===== src/rtl/shift_seq.sv =====
// shift_seq: multi-cycle shifter for the tiny MIPS datapath.
// SLL / SRL / SRA / ROTR by a variable amount, one bit position per clock.
// The FSM state is visible on dbg_state_o so checkers can follow the sequencing.
//
// Handshake: a request is taken on a rising edge where start=1 and busy=0.
// busy then stays high until the edge that raises done. done is a one-cycle
// pulse, and y is valid while done=1. y then holds until the next accepted
// start. A start that arrives while busy=1 is dropped and is not queued.
// busy is low during the FINISH cycle, so a new request can follow directly.

module shift_seq #(
    parameter int WIDTH = 32,
    parameter int SHW   = 5   // must equal $clog2(WIDTH)
) (
    input  logic             clk,
    input  logic             reset,
    input  logic             start,
    input  logic [1:0]       op,
    input  logic [WIDTH-1:0] a,
    input  logic [SHW-1:0]   shamt,
    output logic             busy,
    output logic             done,
    output logic [WIDTH-1:0] y,
    output logic [1:0]       dbg_state_o
);

    // Operation encoding
    localparam logic [1:0] OP_SLL  = 2'b00;
    localparam logic [1:0] OP_SRL  = 2'b01;
    localparam logic [1:0] OP_SRA  = 2'b10;
    localparam logic [1:0] OP_ROTR = 2'b11;

    typedef enum logic [1:0] {
        S_IDLE   = 2'b00,
        S_SHIFT  = 2'b01,
        S_FINISH = 2'b10
    } state_t;

    state_t           state_q, state_d;
    logic [1:0]       op_q,    op_d;
    logic [SHW-1:0]   cnt_q,   cnt_d;
    logic [WIDTH-1:0] y_q,     y_d;
    logic             busy_q,  busy_d;
    logic             done_q,  done_d;
    logic [WIDTH-1:0] step_y;

    // One single-bit step of the latched operation applied to the current y
    always_comb begin
        step_y = y_q;
        unique case (op_q)
            OP_SLL:  step_y = {y_q[WIDTH-2:0], 1'b0};
            OP_SRL:  step_y = {1'b0, y_q[WIDTH-1:1]};
            OP_SRA:  step_y = {y_q[WIDTH-1], y_q[WIDTH-1:1]};
            OP_ROTR: step_y = {y_q[0], y_q[WIDTH-1:1]};
            default: step_y = y_q;
        endcase
    end

    // Next-state, datapath and output-register logic
    always_comb begin
        state_d = state_q;
        op_d    = op_q;
        cnt_d   = cnt_q;
        y_d     = y_q;
        busy_d  = busy_q;
        done_d  = 1'b0;

        unique case (state_q)
            // IDLE and FINISH both accept. FINISH always returns to IDLE
            // when no new request is taken.
            S_IDLE, S_FINISH: begin
                busy_d  = 1'b0;
                state_d = S_IDLE;
                if (start) begin
                    op_d    = op;
                    y_d     = a;
                    cnt_d   = shamt;
                    busy_d  = 1'b1;
                    state_d = S_SHIFT;
                end
            end
            S_SHIFT: begin
                if (cnt_q != '0) begin
                    y_d   = step_y;
                    cnt_d = cnt_q - SHW'(1);
                end else begin
                    // Count is exhausted, so y already holds the result.
                    state_d = S_FINISH;
                    done_d  = 1'b1;
                    busy_d  = 1'b0;
                end
            end
            default: begin
                state_d = S_IDLE;
                busy_d  = 1'b0;
            end
        endcase
    end

    // State and datapath registers. A synchronous reset abandons any operation in flight.
    always_ff @(posedge clk) begin
        if (reset) begin
            state_q <= S_IDLE;
            op_q    <= OP_SLL;
            cnt_q   <= '0;
            y_q     <= '0;
            busy_q  <= 1'b0;
            done_q  <= 1'b0;
        end else begin
            state_q <= state_d;
            op_q    <= op_d;
            cnt_q   <= cnt_d;
            y_q     <= y_d;
            busy_q  <= busy_d;
            done_q  <= done_d;
        end
    end

    assign busy        = busy_q;
    assign done        = done_q;
    assign y           = y_q;
    assign dbg_state_o = state_q;

endmodule

===== config.mk =====
export PLATFORM = sky130hd
export DESIGN_NAME = shift_seq
export DESIGN_NICKNAME = d
export VERILOG_FILES = /design/src/rtl/shift_seq.sv
export SDC_FILE = /design/constraint.sdc
export NUM_CORES = 1
export LEC_CHECK = 0
export CORE_MARGIN = 4
export CORE_UTILIZATION = 30
export CTS_BUF_LIST = sky130_fd_sc_hd__clkbuf_8
export DETAILED_ROUTE_END_ITERATION = 7
export SETUP_SLACK_MARGIN = 0.2
export SKIP_CTS_REPAIR_TIMING = 1
export SYNTH_ARGS = -nofsm -noshare
export SYNTH_HDL_FRONTEND = slang
export SYNTH_SLANG_ARGS = --single-unit

===== constraint.sdc =====
create_clock -name clk -period 4.7 [get_ports clk]
set_input_delay 0.94 -clock clk [delete_from_list [all_inputs] [get_ports clk]]
set_output_delay 0.94 -clock clk [all_outputs]
set_load 0.005 [all_outputs]

==> impl_results.html <==
<table>
<tr><th>Metric</th><th>Value</th></tr>
<tr><th colspan="2">Outcome</th></tr>
<tr><td>Result of the run</td><td>complete, no violations</td></tr>
<tr><th colspan="2">Final layout</th></tr>
<tr><td>Storage element area</td><td>840.8 um2</td></tr>
<tr><td>Fraction of final layout cells sized beyond drive strength 1</td><td>0.04667</td></tr>
<tr><td>Diodes inserted</td><td>0</td></tr>
<tr><td>Most used cells in the layout excluding fill and tap cells</td><td>sky130_fd_sc_hd__clkdlybuf4s50_1, sky130_fd_sc_hd__dfxtp_1, sky130_fd_sc_hd__nand2_1</td></tr>
<tr><td># fillers</td><td>about 700</td></tr>
<tr><td>Most common cell after layout, fill and taps aside</td><td>sky130_fd_sc_hd__clkdlybuf4s50_1</td></tr>
<tr><td>Final standard cell area without fillers</td><td>0.003014 mm2</td></tr>
<tr><td>Post-layout net count</td><td>roughly 340</td></tr>
<tr><td>Area of the multi-input gates</td><td>0.001159 mm2</td></tr>
<tr><td>Area Overhead vs Synth</td><td>42.80%</td></tr>
<tr><th colspan="2">Synth</th></tr>
<tr><td>Gate count after technology mapping</td><td>235</td></tr>
<tr><td>Async SR Flop Fraction</td><td>0</td></tr>
<tr><td>Netlist cell types</td><td>29</td></tr>
<tr><td>Sequential share of the synthesized area</td><td>0.3983</td></tr>
<tr><td>Yosys synthesis warning count</td><td>0</td></tr>
<tr><td>Post-synthesis register bit count</td><td>42</td></tr>
<tr><td>Number of nets produced by synthesis</td><td>278</td></tr>
<tr><td>Mean area per synthesized cell</td><td>8.982 um2</td></tr>
<tr><td>Post-synth top flop</td><td>sky130_fd_sc_hd__dfxtp_1</td></tr>
<tr><td>Cell area after technology mapping</td><td>between 0.002 and 0.0025 mm2</td></tr>
<tr><td>Number of synthesized flops with an enable pin</td><td>0</td></tr>
<tr><th colspan="2">Worst hold path</th></tr>
<tr><td>Path type of the worst min-delay path</td><td>reg2reg</td></tr>
<tr><th colspan="2">Worst setup path</th></tr>
<tr><td>Setup Crit Path Kind</td><td>in2reg</td></tr>
<tr><td>WP data required</td><td>4.88 ns</td></tr>
<tr><td>Largest stage delay on the critical path</td><td>between 0.5 and 0.6 ns</td></tr>
<tr><td>Max FO, Critical Path</td><td>32</td></tr>
<tr><td>Launching element type of the critical path</td><td>input pin</td></tr>
<tr><td>Category of the worst setup path capture point</td><td>register</td></tr>
<tr><td>Arrival time at the worst endpoint</td><td>just under 3 ns</td></tr>
<tr><td>Crit path max-delay cell type</td><td>sky130_fd_sc_hd__and2b_1</td></tr>
<tr><td>CP Cell Sequence</td><td>clkdlybuf4s50_1, nor2b_1, a21oi_4, and2b_1, a22o_1</td></tr>
<tr><th colspan="2">Timing</th></tr>
<tr><td>Part of the cycle the worst path needs</td><td>0.5945</td></tr>
<tr><td>Transition time of the tightest slew-check pin</td><td>1.139 ns</td></tr>
<tr><td>Final count of negative-setup-slack endpoints</td><td>0</td></tr>
<tr><td>Unrepaired setup endpoints after global routing</td><td>false</td></tr>
<tr><td>Sum of negative setup slack</td><td>0 ns</td></tr>
<tr><td>Hold violation total from the final report</td><td>0</td></tr>
<tr><td>Post-layout minimum cycle time</td><td>2.794 ns</td></tr>
<tr><td>Worst-case setup margin in the final layout</td><td>1.906 ns</td></tr>
<tr><td>Fmax</td><td>0.3579 GHz</td></tr>
<tr><td>Setup clock skew after layout</td><td>0.007829 ns</td></tr>
<tr><td>Tightest slew margin relative to the limit</td><td>0.2408</td></tr>
<tr><td>Final slew viol count</td><td>0</td></tr>
<tr><th colspan="2">Pwr</th></tr>
<tr><td>Areal power density over the cells</td><td>324.8 mW/mm2</td></tr>
<tr><td>Net switching power of the design</td><td>about 270 uW</td></tr>
<tr><td>Internal power consumption</td><td>704.7 uW</td></tr>
<tr><td>Switching part of the total power</td><td>0.2802</td></tr>
<tr><td>Peak ir drop on the vdd network</td><td>0.1625 mV</td></tr>
<tr><td>Clock network power share</td><td>0.282</td></tr>
<tr><td>Leakage power</td><td>1.280 nW</td></tr>
<tr><td>Logic gate share of total power</td><td>0.274</td></tr>
<tr><td>Sequential group share of total power</td><td>0.443</td></tr>
<tr><th colspan="2">Place</th></tr>
<tr><td>Routability cong.</td><td>0.7541</td></tr>
<tr><td>Total half-perimeter wirelength after legalization and detailed placement</td><td>3821 um</td></tr>
<tr><td>Cell area reported after detailed placement</td><td>between 0.002 and 0.003 mm2</td></tr>
<tr><td># port buffers</td><td>77</td></tr>
<tr><td>Post-placement worst setup slack</td><td>around 1.6 ns</td></tr>
<tr><th colspan="2">Clock network</th></tr>
<tr><td>TritonCTS Sinks</td><td>42</td></tr>
<tr><td>Buffer levels on the longest clock path</td><td>2</td></tr>
<tr><td>CTS clock-pin slew for the worst setup and hold paths</td><td>0.08 ns</td></tr>
<tr><td>Source-to-sink clock delay at the later pin of the worst-skew pair</td><td>0.29 ns</td></tr>
<tr><td>Root Buffer</td><td>sky130_fd_sc_hd__clkbuf_8</td></tr>
<tr><td>Number of buffers created by CTS</td><td>5</td></tr>
<tr><td>TritonCTS clock tree</td><td>yes</td></tr>
<tr><td>Max H-tree Level</td><td>2</td></tr>
<tr><th colspan="2">GRT</th></tr>
<tr><td>Initial antenna violation count</td><td>0</td></tr>
<tr><td>First-pass GRT wire length</td><td>8652 um</td></tr>
<tr><td>Maximum number of pins on one net before global-route repair</td><td>73</td></tr>
<tr><td>Remaining global-route overflow</td><td>0</td></tr>
<tr><td>Number of global-route vias before repair</td><td>1774</td></tr>
<tr><td>GRT Total Usage</td><td>0.1247</td></tr>
<tr><th colspan="2">Routing</th></tr>
<tr><td>Number of nets with antenna violations after routing</td><td>0</td></tr>
<tr><td>Routed WL</td><td>5329 um</td></tr>
<tr><td>Starting DRC count in detailed routing</td><td>between 70 and 80</td></tr>
<tr><td>Total via count after detailed routing</td><td>1894</td></tr>
<tr><td>Vias per cell</td><td>4.783</td></tr>
<tr><td>Iteration count of the initial detailed-routing pass</td><td>4</td></tr>
<tr><td># DRC</td><td>0</td></tr>
<tr><td>Wirelength per Cell</td><td>about 13 um</td></tr>
<tr><th colspan="2">Flow run</th></tr>
<tr><td>Number of max-capacitance violations reported</td><td>0</td></tr>
<tr><th colspan="2">Die</th></tr>
<tr><td>Overall die width</td><td>between 90 and 100 um</td></tr>
<tr><td>Initial standard-cell utilization of the core</td><td>0.3090</td></tr>
<tr><td>Total Die Area</td><td>0.008442 mm2</td></tr>
<tr><td>Die outline height</td><td>91.88 um</td></tr>
<tr><td>I/O pins</td><td>78</td></tr>
<tr><td>Num rows</td><td>30</td></tr>
<tr><td>Floorplan Core Area</td><td>~0.007 mm2</td></tr>
</table>
## state kept, by name, indices dropped and copies added, names as in the netlist
name         cells
y               32
cnt_q            5
op_q             2
done             1
dbg_state_o      2
## worst max-delay path, delay by kind of cell
kind | cells | cell delay [ns]
AO/OA/AOI/OAI | 2 | 0.50
AND/OR/NAND/NOR | 2 | 1.09
buffers and inverters | 1 | 0.44
## path summary, 6_finish.rpt
| path | start | end | slack (ns) | depth (start not counted) |
|---|---|---|---|---|
| setup / recovery | start | y[30]$_SDFFE_PP0P_ | 1.91 | 5 |
| hold / removal | y[31]$_SDFFE_PP0P_ | y[31]$_SDFFE_PP0P_ | 0.50 | 2 |
| setup reg to reg | cnt_q[0]$_SDFFE_PP0P_ | y[30]$_SDFFE_PP0P_ | 2.17 | 6 |
| hold reg to reg | y[31]$_SDFFE_PP0P_ | y[31]$_SDFFE_PP0P_ | 0.50 | 2 |
## routing by layer
metal	share of wire	up-vias	global-route usage	wire length, um
met4	0.0098	0	0.02970	52
met2	0.43	60	0.1904	2315
li1	-	974	-	-
met5	0	-	0	0
met3	0.064	5	0.03938	341
met1	0.49	855	0.1711	2619
## power groups by stage
stage | Clock, mW | Sequential, mW | Combinational [mW]
after global placement | 0 | 0.444 | 0.270
final | 0.276 | 0.434 | 0.268
after detailed placement | 0 | 0.443 | 0.273
after global routing | 0.303 | 0.441 | 0.297
after CTS | 0.287 | 0.435 | 0.273
after floorplan | 0 | 0.433 | 0.159
## cell usage after synthesis (2+ instances only)
cell type                  number  area share
sky130_fd_sc_hd__nor2_1         9       0.016
sky130_fd_sc_hd__nor3_1         2      0.0047
sky130_fd_sc_hd__clkbuf_1      10       0.018
sky130_fd_sc_hd__inv_1          2      0.0036
sky130_fd_sc_hd__nand3_1        2      0.0047
sky130_fd_sc_hd__a31oi_1        2      0.0059
sky130_fd_sc_hd__o21ai_0       33       0.078
sky130_fd_sc_hd__nand2_1       35       0.062
sky130_fd_sc_hd__dfxtp_1       42        0.40
sky130_fd_sc_hd__buf_4          2      0.0071
sky130_fd_sc_hd__nand2b_1       3      0.0089
sky130_fd_sc_hd__buf_2          6       0.014
sky130_fd_sc_hd__nor2b_1        2      0.0059
sky130_fd_sc_hd__a21oi_1        3      0.0071
sky130_fd_sc_hd__a22o_1        33        0.14
sky130_fd_sc_hd__mux2i_1       33        0.16
sky130_fd_sc_hd__buf_6          3       0.016
sky130_fd_sc_hd__nor3b_1        2      0.0071
## area by class of cell
| type | instances | area share |
|---|---|---|
| Multi-Input combinational cell | 170 | 0.3844 |
| Sequential cell | 42 | 0.2790 |
| Timing Repair Buffer | 78 | 0.2582 |
| Tap cell | 96 | 0.03985 |
| Clock buffer | 5 | 0.02283 |
| Clock inverter | 3 | 0.01328 |
| Inverter | 2 | 0.002491 |
## logic make-up after synthesis
family          after synthesis  share of synthesized area
flops                        42                     0.3983
mux                          33                     0.1565
compound gates               76                     0.2513
buf+inv                      23                    0.05868
fa+ha+maj                     1                   0.005927
simple gates                 60                     0.1292
## per-stage QoR
step                std cells  hold WS [ns]  power (mW)    util
floorplan                 235        0.4604      0.5914       -
global placement          388        0.4880      0.7137  0.4253
finish                    396        0.5028      0.9790  0.4412
detailed placement        388        0.4955      0.7151  0.4253
global route              396        0.5332       1.041  0.4412
CTS                       396        0.5090      0.9948  0.4412
Note: power is estimated with default switching activity, not from simulation.
